### src/rtl/div_pkg.sv
// Shared types and helpers for the restoring shift-subtract divider.
package div_pkg;

    typedef enum logic [1:0] {
        StIdle,
        StShift,
        StTrial,
        StStopped
    } state_t;

    // Wide enough to hold the iteration count n itself.
    function automatic int unsigned count_width(input int unsigned width);
        return $clog2(width + 1);
    endfunction

endpackage

### src/rtl/divider_sequencer.sv
// Control sequencer for the divider: IDLE/SHIFT/TRIAL/STOPPED FSM plus the
// iteration counter. One quotient bit costs one SHIFT and one TRIAL cycle.
module divider_sequencer
    import div_pkg::*;
#(
    parameter int unsigned n = 4
) (
    input  logic clock,
    input  logic reset,
    input  logic start,
    input  logic divisor_zero,
    output logic load,
    output logic shift,
    output logic trial,
    output logic ready,
    output logic busy
);

    localparam int unsigned CntW = count_width(n);

    state_t            state_q, state_d;
    logic [CntW-1:0]   count_q, count_d;

    always_ff @(posedge clock or posedge reset) begin
        if (reset) begin
            state_q <= StIdle;
            count_q <= '0;
        end else begin
            state_q <= state_d;
            count_q <= count_d;
        end
    end

    always_comb begin
        state_d = state_q;
        count_d = count_q;
        load    = 1'b0;
        shift   = 1'b0;
        trial   = 1'b0;
        ready   = 1'b0;
        busy    = 1'b0;
        unique case (state_q)
            StIdle: begin
                if (start) begin
                    load = 1'b1;
                    if (divisor_zero) begin
                        state_d = StStopped;
                    end else begin
                        state_d = StShift;
                        count_d = CntW'(n);
                    end
                end
            end
            StShift: begin
                shift   = 1'b1;
                busy    = 1'b1;
                count_d = count_q - CntW'(1);
                state_d = StTrial;
            end
            StTrial: begin
                trial   = 1'b1;
                busy    = 1'b1;
                // count was already decremented by the preceding SHIFT
                state_d = (count_q == '0) ? StStopped : StShift;
            end
            StStopped: begin
                ready = 1'b1;
                if (start) begin
                    state_d = StIdle;
                end
            end
            default: state_d = StIdle;
        endcase
    end

endmodule

### src/rtl/shift_divider.sv
// Sequential restoring divider: A/Q/M datapath and trial subtractor, driven by
// divider_sequencer. Produces an n-bit quotient and remainder.
module shift_divider
    import div_pkg::*;
#(
    parameter int unsigned n = 4
) (
    input  logic         clock,
    input  logic         reset,
    input  logic         start,
    input  logic [n-1:0] dividend,
    input  logic [n-1:0] divisor,
    output logic [n-1:0] quotient,
    output logic [n-1:0] remainder,
    output logic         ready,
    output logic         busy,
    output logic         div_by_zero
);

    logic [n:0]   acc_q;
    logic [n-1:0] quo_q;
    logic [n-1:0] dsr_q;
    logic         dbz_q;
    logic [n:0]   diff;
    logic         divisor_zero;
    logic         load;
    logic         shift;
    logic         trial;

    assign divisor_zero = (divisor == '0);

    divider_sequencer #(
        .n (n)
    ) u_sequencer (
        .clock        (clock),
        .reset        (reset),
        .start        (start),
        .divisor_zero (divisor_zero),
        .load         (load),
        .shift        (shift),
        .trial        (trial),
        .ready        (ready),
        .busy         (busy)
    );

    // Sign bit of diff set means the trial subtraction went negative.
    assign diff = acc_q - {1'b0, dsr_q};

    always_ff @(posedge clock or posedge reset) begin
        if (reset) begin
            acc_q <= '0;
            quo_q <= '0;
            dsr_q <= '0;
            dbz_q <= 1'b0;
        end else if (load) begin
            if (divisor_zero) begin
                acc_q <= {1'b0, dividend};
                quo_q <= '1;
                dbz_q <= 1'b1;
            end else begin
                acc_q <= '0;
                quo_q <= dividend;
                dsr_q <= divisor;
                dbz_q <= 1'b0;
            end
        end else if (shift) begin
            acc_q <= {acc_q[n-1:0], quo_q[n-1]};
            quo_q <= {quo_q[n-2:0], 1'b0};
        end else if (trial && !diff[n]) begin
            acc_q    <= diff;
            quo_q[0] <= 1'b1;
        end
    end

    assign quotient    = quo_q;
    assign remainder   = acc_q[n-1:0];
    assign div_by_zero = dbz_q;

endmodule

### config.mk
export PLATFORM = sky130hd
export DESIGN_NAME = shift_divider
export DESIGN_NICKNAME = d
export VERILOG_FILES = /design/src/rtl/div_pkg.sv /design/src/rtl/divider_sequencer.sv /design/src/rtl/shift_divider.sv
export SDC_FILE = /design/constraint.sdc
export NUM_CORES = 1
export LEC_CHECK = 0
export BUFFER_PORTS_ARGS = -buffer_cell sky130_fd_sc_hd__buf_2
export CELL_PAD_IN_SITES_DETAIL_PLACEMENT = 1
export CELL_PAD_IN_SITES_GLOBAL_PLACEMENT = 2
export CORE_AREA = 2 2 66 68
export CTS_BUF_LIST = sky130_fd_sc_hd__clkbuf_4
export DETAILED_ROUTE_END_ITERATION = 7
export DIE_AREA = 0 0 68 70
export PLACE_DENSITY = 0.75
export SLEW_MARGIN = 10
export SYNTH_ARGS = -nofsm -noshare
export SYNTH_HDL_FRONTEND = slang
export SYNTH_HIERARCHICAL = 1
export SYNTH_SLANG_ARGS = --single-unit
### constraint.sdc
create_clock -name clock -period 2 [get_ports clock]
set_input_delay 0.1 -clock clock [delete_from_list [all_inputs] [get_ports clock]]
set_output_delay 0.1 -clock clock [all_outputs]
set_load 0.05 [all_outputs]
==> results.json, run 1 <==
{
  "status": "complete, but fails checks",
  "violations": "setup timing",
  "hold_path_end": "dsr_q[2]$_DFFE_PP0P_",
  "final_antenna_net_count": 0,
  "wl_per_cell_um": 15.4,
  "synth_edf_count": 0,
  "num_rows": 24,
  "n_antenna_cell": 0,
  "syn_nets": 151,
  "ys.flop_type": "dfrtp_1",
  "cp_slowest_cell": "dfrtp_1",
  "overflow": 0,
  "gp_congestion": 0.742,
  "cts_tree": "yes",
  "crit_buf_inv": 2,
  "finClkSkew_ps": 9.60,
  "yosys-top-cells-area": "dfrtp_1 38%, ha_1 11%, inv_1 4.8%, a21oi_1 3.2%, a22o_1 2.8%",
  "max_freq_ghz": 0.463,
  "grt_antenna_before_repair": 0,
  "cts_root_buffer": "clkbuf_4",
  "post-route-period-util_pct": 108,
  "synth_top_area_cell": "dfrtp_1",
  "top_level_ports": 22,
  "grt_pass1_vias": 1166,
  "floorplan.initialDensity_pct": 30.2,
  "synth_top_area_share_pct": 38.0,
  "final_nets": 189,
  "synth.most_common_cell": "dfrtp_1",
  "die_y_um": 70,
  "drt_first_pass_iters": 4,
  "hold_path_class": "in2reg",
  "synthCells": 128,
  "syn_area_um2": 1250,
  "slew_headroom_pct": 61.6,
  "worstHoldStart": "divisor[2]",
  "rsz0062_at_grt": "yes",
  "synth-seq-cells": 19,
  "finalSetupViolations": 5,
  "drv_cap": 0,
  "drc": 0,
  "timing.rr.start": "acc_q[0]$_DFFE_PP0P_",
  "reg2reg_to": "acc_q[0]$_DFFE_PP0P_",
  "ys_warn_count": 6,
  "worstMarginPinSlew_ps": 576,
  "dp_hpwl_um": 2570,
  "cp-start-kind": "flop",
  "crit_fanout": 4,
  "cp_cell_sequence": "inv_1, ha_2, inv_2, fa_2, a21o_1, and4_4, or3_4, mux2_4",
  "yosysSeqAreaShare_pct": 38.0,
  "slew_viol_final": 0,
  "grt_usage_pct": 15.6,
  "hold_viol": 0,
  "async_reset_ff_share_pct": 100,
  "synth_common_cells": "19 x dfrtp_1, 16 x inv_1, 11 x ha_1, 8 x a21oi_1, 8 x nor2_1",
  "die-area_um2": 4760,
  "fin_tns_setup_ps": -530,
  "htree_levels": 1,
  "criticalPathCategory": "reg2reg",
  "fin_ws_ps": -162,
  "area_delta_synth_final_pct": 26.4,
  "period_minus_slack_ps": 2160,
  "ys_types": 40,
  "clk_latency_ps": 300,
  "r2r_cells": 8,
  "drive_gt1_share_pct": 37.0,
  "vias": 1076,
  "max_stage_delay_ps": 400,
  "grt_pass1_wl_um": 5660,
  "clk_pin_slew_worst_paths_ps": 120,
  "grt_max_degree": 24,
  "crit_family": "simple AND/OR/NAND/NOR gates",
  "cts_sinks": 19,
  "drt_iter0_drc": 15,
  "die_w_um": 68,
  "core-area_um2": 4140,
  "clk_path_buf_depth": 2,
  "routed_wl_um": 3330,
  "critPathArrivalTime_ps": 2350,
  "synth.avg_cell_area_um2": 9.77,
  "worstSetupEndpointType": "flop",
  "numCtsBuffers": 3,
  "routed_via_density": 4.96,
  "r2r_slack_ps": -160,
  "required_ps": 2190,
  "holdPathStages": 2,
  "portBuffers": 21
}
## cell type report
cell class | instances | area [um2]
tap | 52 | 65.1
timing repair buffer | 40 | 250
inverter | 16 | 60.1
multi-input combinational | 86 | 699
sequential | 19 | 475
fill | 506 | 2560
clock buffer | 4 | 30.0
## per-stage QoR
| stage | utilization, % | worst slack (ps) | hold slack, ps | instance area, um2 | std cells |
|---|---|---|---|---|---|
| final | 38.1 | -162 | 42.1 | 1580 | 217 |
| after detailed placement | 36.1 | -151 | 23.9 | 1490 | 209 |
| after global placement | 36.1 | -93.3 | 16.6 | 1490 | 209 |
| after floorplan | - | -97.7 | -121 | 1250 | 128 |
| after CTS | 37.4 | -145 | 37.8 | 1550 | 215 |
| after global routing | 38.1 | -226 | 43.3 | 1580 | 217 |
## layer usage
| metal | up-vias | global-route usage [%] | share of wire (%) |
|---|---|---|---|
| met4 | 0 | 4.67 | 0.87 |
| met1 | 535 | 21.9 | 47 |
| met5 | - | 0 | 0 |
| met2 | 18 | 25.0 | 50 |
| li1 | 521 | - | - |
| met3 | 2 | 1.61 | 2.1 |
## worst max-delay path by stage
stage / startpoint / end / slack, ps / cells after the start
2_1_floorplan: acc_q[0]$_DFFE_PP0P_ / acc_q[0]$_DFFE_PP0P_ / -100 / 8
3_3_place_gp: acc_q[0]$_DFFE_PP0P_ / acc_q[0]$_DFFE_PP0P_ / -90 / 8
3_5_place_dp: acc_q[0]$_DFFE_PP0P_ / acc_q[0]$_DFFE_PP0P_ / -150 / 8
4_1_cts: acc_q[0]$_DFFE_PP0P_ / acc_q[1]$_DFFE_PP0P_ / -140 / 8
5_1_grt: acc_q[0]$_DFFE_PP0P_ / acc_q[0]$_DFFE_PP0P_ / -230 / 8
6_report: acc_q[0]$_DFFE_PP0P_ / acc_q[0]$_DFFE_PP0P_ / -160 / 8
## flip-flops by register name, indices dropped and copies added, names as in the netlist
signal / count
acc_q: 5
div_by_zero: 1
dsr_q: 4
quotient: 4
u_sequencer/count_q: 3
u_sequencer/state_q: 2
## layout by cell type, fill, tap and decap left out, types with 2 or more instances in the layout
cell       n
nor2b_1    2
nor2_1     8
nor4_2     2
mux2_4     3
o21ai_0    7
nand3b_1   2
o22ai_1    2
a21oi_1    7
nand3_1    4
mux2_2     2
inv_1     15
buf_4     18
nand2_1    2
clkbuf_4   4
ha_1      10
dfrtp_1   19
a31oi_1    2
a211oi_1   4
a22o_1     4
mux2i_1    2
buf_2     21
a21o_1     2
## kinds of logic (layout without fill, tap and decap cells)
kind of cell	Yosys count	in the layout	synth area share [%]
AO/OA/AOI/OAI	36	36	19.3
XOR/XNOR	1	1	0.701
adder cells (fa/ha/maj)	12	12	12.6
buffers and inverters	23	60	8.11
flip-flops	19	19	38.0
multiplexers	7	7	6.11
AND/OR/NAND/NOR	30	30	15.1
## what timing repair did
| action | CTS | global route |
|---|---|---|
| endpoints found under the hold margin | 19 | 0 |
| gates resized for setup | 2 | 5 |
| hold buffers | 1 | 0 |
| setup endpoints to repair | 3 | 5 |
| setup buffers | 1 | 2 |
Power of run 1 is not shown: default switching activity piles up to over one toggle a cycle in this logic, so the estimate is an artifact.
==> run 2, diff against run 1 <==
--- a/config.mk
+++ b/config.mk
@@ -6,13 +6,11 @@
 export NUM_CORES = 1
 export LEC_CHECK = 0
 export BUFFER_PORTS_ARGS = -buffer_cell sky130_fd_sc_hd__buf_2
-export CELL_PAD_IN_SITES_DETAIL_PLACEMENT = 1
-export CELL_PAD_IN_SITES_GLOBAL_PLACEMENT = 2
-export CORE_AREA = 2 2 66 68
+export CORE_AREA = 2 2 60 62
 export CTS_BUF_LIST = sky130_fd_sc_hd__clkbuf_4
 export DETAILED_ROUTE_END_ITERATION = 7
-export DIE_AREA = 0 0 68 70
-export PLACE_DENSITY = 0.75
+export DIE_AREA = 0 0 62 64
+export PLACE_DENSITY = 0.6
 export SLEW_MARGIN = 10
 export SYNTH_ARGS = -nofsm -noshare
 export SYNTH_HDL_FRONTEND = slang
==> results.json, run 2 (synthesis gave the netlist of run 1 again) <==
{
  "top_register": "acc_q",
  "portBuffers": 21,
  "drt_iter0_drc": 44,
  "routed_wl_um": 2990,
  "cts_root_buffer": "clkbuf_4",
  "die_y_um": 64,
  "clk_path_buf_depth": 2,
  "drc": 0,
  "hold_viol": 0,
  "n_antenna_cell": 0,
  "wl_per_cell_um": 14.2,
  "cts_tree": "yes",
  "final_common_cell": "buf_2",
  "grt_pass1_wl_um": 5060,
  "drive_gt1_share_pct": 37.6,
  "max_stage_delay_ps": 410,
  "hold_path_class": "in2reg",
  "numCtsBuffers": 3,
  "drv_cap": 0,
  "clk_pin_slew_worst_paths_ps": 120,
  "crit_family": "simple AND/OR/NAND/NOR gates",
  "floorplan.initialDensity_pct": 38.1,
  "dp_slack_ps": -173,
  "area_delta_synth_final_pct": 27.1,
  "slew_headroom_pct": 62.5,
  "final_cell_mix": "21 x buf_2, 19 x dfrtp_1, 18 x buf_4",
  "largest_reg_flops": 5,
  "dp_hpwl_um": 2270,
  "grt_pass1_vias": 1043,
  "grt_max_degree": 24,
  "fin_ws_ps": -142,
  "criticalPathCategory": "reg2reg",
  "placed_area_um2": 1480,
  "vias": 1080,
  "path_common_cell": "inv_2",
  "htree_levels": 1,
  "die-area_um2": 3970,
  "period_minus_slack_ps": 2140,
  "holdWs_ps": 39.9,
  "violations": "setup timing",
  "post-route-period-util_pct": 107,
  "grt_antenna_before_repair": 0,
  "crit_buf_inv": 2,
  "max_freq_ghz": 0.467,
  "stdcell_area_um2": 1590,
  "cp-start-kind": "flop",
  "die_w_um": 62,
  "clk_latency_ps": 300,
  "worstSetupEndpointType": "flop",
  "r2r_slack_ps": -140,
  "worstMarginPinSlew_ps": 562,
  "required_ps": 2200,
  "final_antenna_net_count": 0,
  "critPathArrivalTime_ps": 2340,
  "crit_fanout": 4,
  "slew_viol_final": 0,
  "final_nets": 189,
  "grt_usage_pct": 17.1,
  "finalSetupViolations": 3,
  "status": "complete, but fails checks",
  "overflow": 0,
  "finClkSkew_ps": 3.49,
  "routed_via_density": 5.12,
  "rsz0062_at_grt": "yes",
  "core-area_um2": 3280,
  "cts_sinks": 19,
  "cp_cell_sequence": "inv_2, ha_4, inv_2, fa_2, a21o_1, and4_4, or3_4, mux2_4",
  "gp_congestion": 0.785,
  "cp_slowest_cell": "dfrtp_1",
  "drt_first_pass_iters": 4,
  "num_rows": 21,
  "top_level_ports": 22
}
run 2: changes by cell type in the layout (fill, tap and decap cells not counted), sizes merged:
cell    before  now
clkbuf       4    3
clkinv       0    1
run 2: per-stage QoR:
stage	utilization, %	std cells	setup TNS (ps)
finish	48.4	211	-414
global route	48.4	211	-608
CTS	47.3	210	-460
detailed placement	45.0	202	-481
global placement	45.0	202	-295
floorplan	-	128	-293
run 2: path summary, 6_finish.rpt:
| check | from | to | depth (start not counted) |
|---|---|---|---|
| setup / recovery | acc_q[0]$_DFFE_PP0P_ | acc_q[1]$_DFFE_PP0P_ | 8 |
| hold / removal | divisor[1] | dsr_q[1]$_DFFE_PP0P_ | 2 |
| setup reg to reg | acc_q[0]$_DFFE_PP0P_ | acc_q[1]$_DFFE_PP0P_ | 8 |
| hold reg to reg | div_by_zero$_DFFE_PP0P_ | div_by_zero$_DFFE_PP0P_ | 1 |
| max in group asynchronous | reset | acc_q[3]$_DFFE_PP0P_ | 3 |
| min in group asynchronous | reset | u_sequencer/count_q[1]$_DFFE_PP0P_ | 3 |
run 2: layer usage:
metal	share of wire, %	global-route usage (%)	vias to the layer above
met1	47	26.0	516
met2	49	24.7	30
met4	1.2	6.38	0
li1	-	-	530
met5	0	0	-
met3	3.2	1.42	4
run 2: layout make-up:
class / instances / area, um2
Clock inverter: 1 / 5.00
Sequential cell: 19 / 475
Multi-Input combinational cell: 86 / 718
Timing Repair Buffer: 40 / 250
Inverter: 16 / 60.1
Fill cell: 324 / 1700
Tap cell: 46 / 57.6
Clock buffer: 3 / 22.5
run 2: timing repair:
item / in CTS / in global routing
pin swaps: 0 / 1
hold buffers: 1 / 0
endpoints found under the setup margin: 3 / 5
gates resized for setup: 5 / 5
buffers inserted: 3 / 2
hold endpoints to repair: 19 / 0
Power of run 2 is left out for the same reason.
==> run 3, diff against run 2 <==
--- a/config.mk
+++ b/config.mk
@@ -10,6 +10,7 @@
 export CTS_BUF_LIST = sky130_fd_sc_hd__clkbuf_4
 export DETAILED_ROUTE_END_ITERATION = 7
 export DIE_AREA = 0 0 62 64
+export MAX_ROUTING_LAYER = met4
 export PLACE_DENSITY = 0.6
 export SLEW_MARGIN = 10
 export SYNTH_ARGS = -nofsm -noshare
==> results.json, run 3 (synthesis gave the netlist of run 1 again) <==
{
  "status": "complete, but fails checks",
  "violations": "setup timing",
  "slew_headroom_pct": 62.6,
  "gp_congestion": 0.796,
  "drc": 0,
  "drv_cap": 0,
  "critPathArrivalTime_ps": 2350,
  "slew_viol_final": 0,
  "clk_latency_ps": 300,
  "worstMarginPinSlew_ps": 560,
  "finalSetupViolations": 3,
  "crit_fanout": 4,
  "drt_first_pass_iters": 4,
  "fin_tns_setup_ps": -415,
  "drt_iter0_drc": 58,
  "rsz0062_at_grt": "yes",
  "largest_reg_flops": 5,
  "criticalPathCategory": "reg2reg",
  "drive_gt1_share_pct": 37.6,
  "grt_max_degree": 24,
  "worstHoldStart": "divisor[1]",
  "die_w_um": 62,
  "timing.rr.start": "acc_q[0]$_DFFE_PP0P_",
  "n_antenna_cell": 0,
  "fillers": 324,
  "cts_sinks": 19,
  "period_minus_slack_ps": 2140,
  "hold_path_class": "in2reg",
  "die_y_um": 64,
  "routed_via_density": 5.13,
  "clk_path_buf_depth": 2,
  "grt_usage_pct": 17.5,
  "area_delta_synth_final_pct": 27.1,
  "seq_area_um2": 475,
  "final_cell_mix": "21 x buf_2, 19 x dfrtp_1, 18 x buf_4",
  "cts_tree": "yes",
  "vias": 1082,
  "die-area_um2": 3970,
  "final_antenna_net_count": 0,
  "grt_antenna_before_repair": 0,
  "hold_viol": 0,
  "grt_pass1_wl_um": 5060,
  "final_nets": 189,
  "worstSetupEndpointType": "flop",
  "floorplan.initialDensity_pct": 38.1,
  "cp-start-kind": "flop",
  "placed_area_um2": 1480,
  "core-area_um2": 3280,
  "grt_pass1_vias": 1042,
  "wl_per_cell_um": 14.3,
  "post-route-period-util_pct": 107,
  "num_rows": 21,
  "setup.worst_path.start": "acc_q[0]$_DFFE_PP0P_",
  "multi_input_area_um2": 718,
  "finClkSkew_ps": 4.66,
  "numCtsBuffers": 3,
  "final_core_util_pct": 48.4,
  "clk_pin_slew_worst_paths_ps": 120,
  "portBuffers": 21,
  "stdcell_area_um2": 1590,
  "top_level_ports": 22,
  "dp_hpwl_um": 2270,
  "dp_slack_ps": -173,
  "overflow": 0,
  "final_common_cell": "buf_2",
  "top_register": "acc_q",
  "cts_root_buffer": "clkbuf_4",
  "routed_wl_um": 3010,
  "htree_levels": 1,
  "required_ps": 2200,
  "fin_ws_ps": -143,
  "max_freq_ghz": 0.467
}
[run 3: path summary, 6_finish.rpt]
path	cells past startpoint	slack (ps)	to
setup / recovery	8	-140	acc_q[1]$_DFFE_PP0P_
hold / removal	2	40	dsr_q[1]$_DFFE_PP0P_
setup reg to reg	8	-140	acc_q[1]$_DFFE_PP0P_
hold reg to reg	1	520	div_by_zero$_DFFE_PP0P_
max in group asynchronous	3	1250	acc_q[3]$_DFFE_PP0P_
min in group asynchronous	3	230	u_sequencer/count_q[1]$_DFFE_PP0P_
[run 3: stage by stage]
step	hold slack, ps	std cells
floorplan	-121	128
global placement	18.4	202
detailed placement	25.3	202
CTS	32.1	210
global route	24.3	211
finish	39.6	211
[run 3: area by class of cell]
cell class / count / area share, %
Multi-Input combinational cell: 86 / 45.2
Sequential cell: 19 / 29.9
Timing Repair Buffer: 40 / 15.7
Inverter: 16 / 3.78
Tap cell: 46 / 3.62
Clock buffer: 3 / 1.42
Clock inverter: 1 / 0.315
[run 3: timing repair]
action / in CTS / in global routing
setup buffers: 3 / 2
hold endpoints to repair: 19 / 0
endpoints found under the setup margin: 3 / 5
hold buffers: 1 / 0
pin swaps: 0 / 1
resized for setup: 5 / 5
[run 3: routing by layer]
metal	vias up	GRT usage, %	wire, um	share of wire (%)
met2	30	24.7	1490	49
li1	531	-	-	-
met5	-	-	0	0
met1	517	26.0	1390	46
met3	4	1.42	93	3.1
met4	0	6.38	36	1.2
[run 3: worst max-delay path, stage by stage (launching register included)]
cell	delay [ps]
dfrtp_1	410
inv_2	80
ha_4	140
inv_2	40
fa_2	330
a21o_1	170
and4_4	190
or3_4	370
mux2_4	310
Power of run 3 is left out for the same reason.
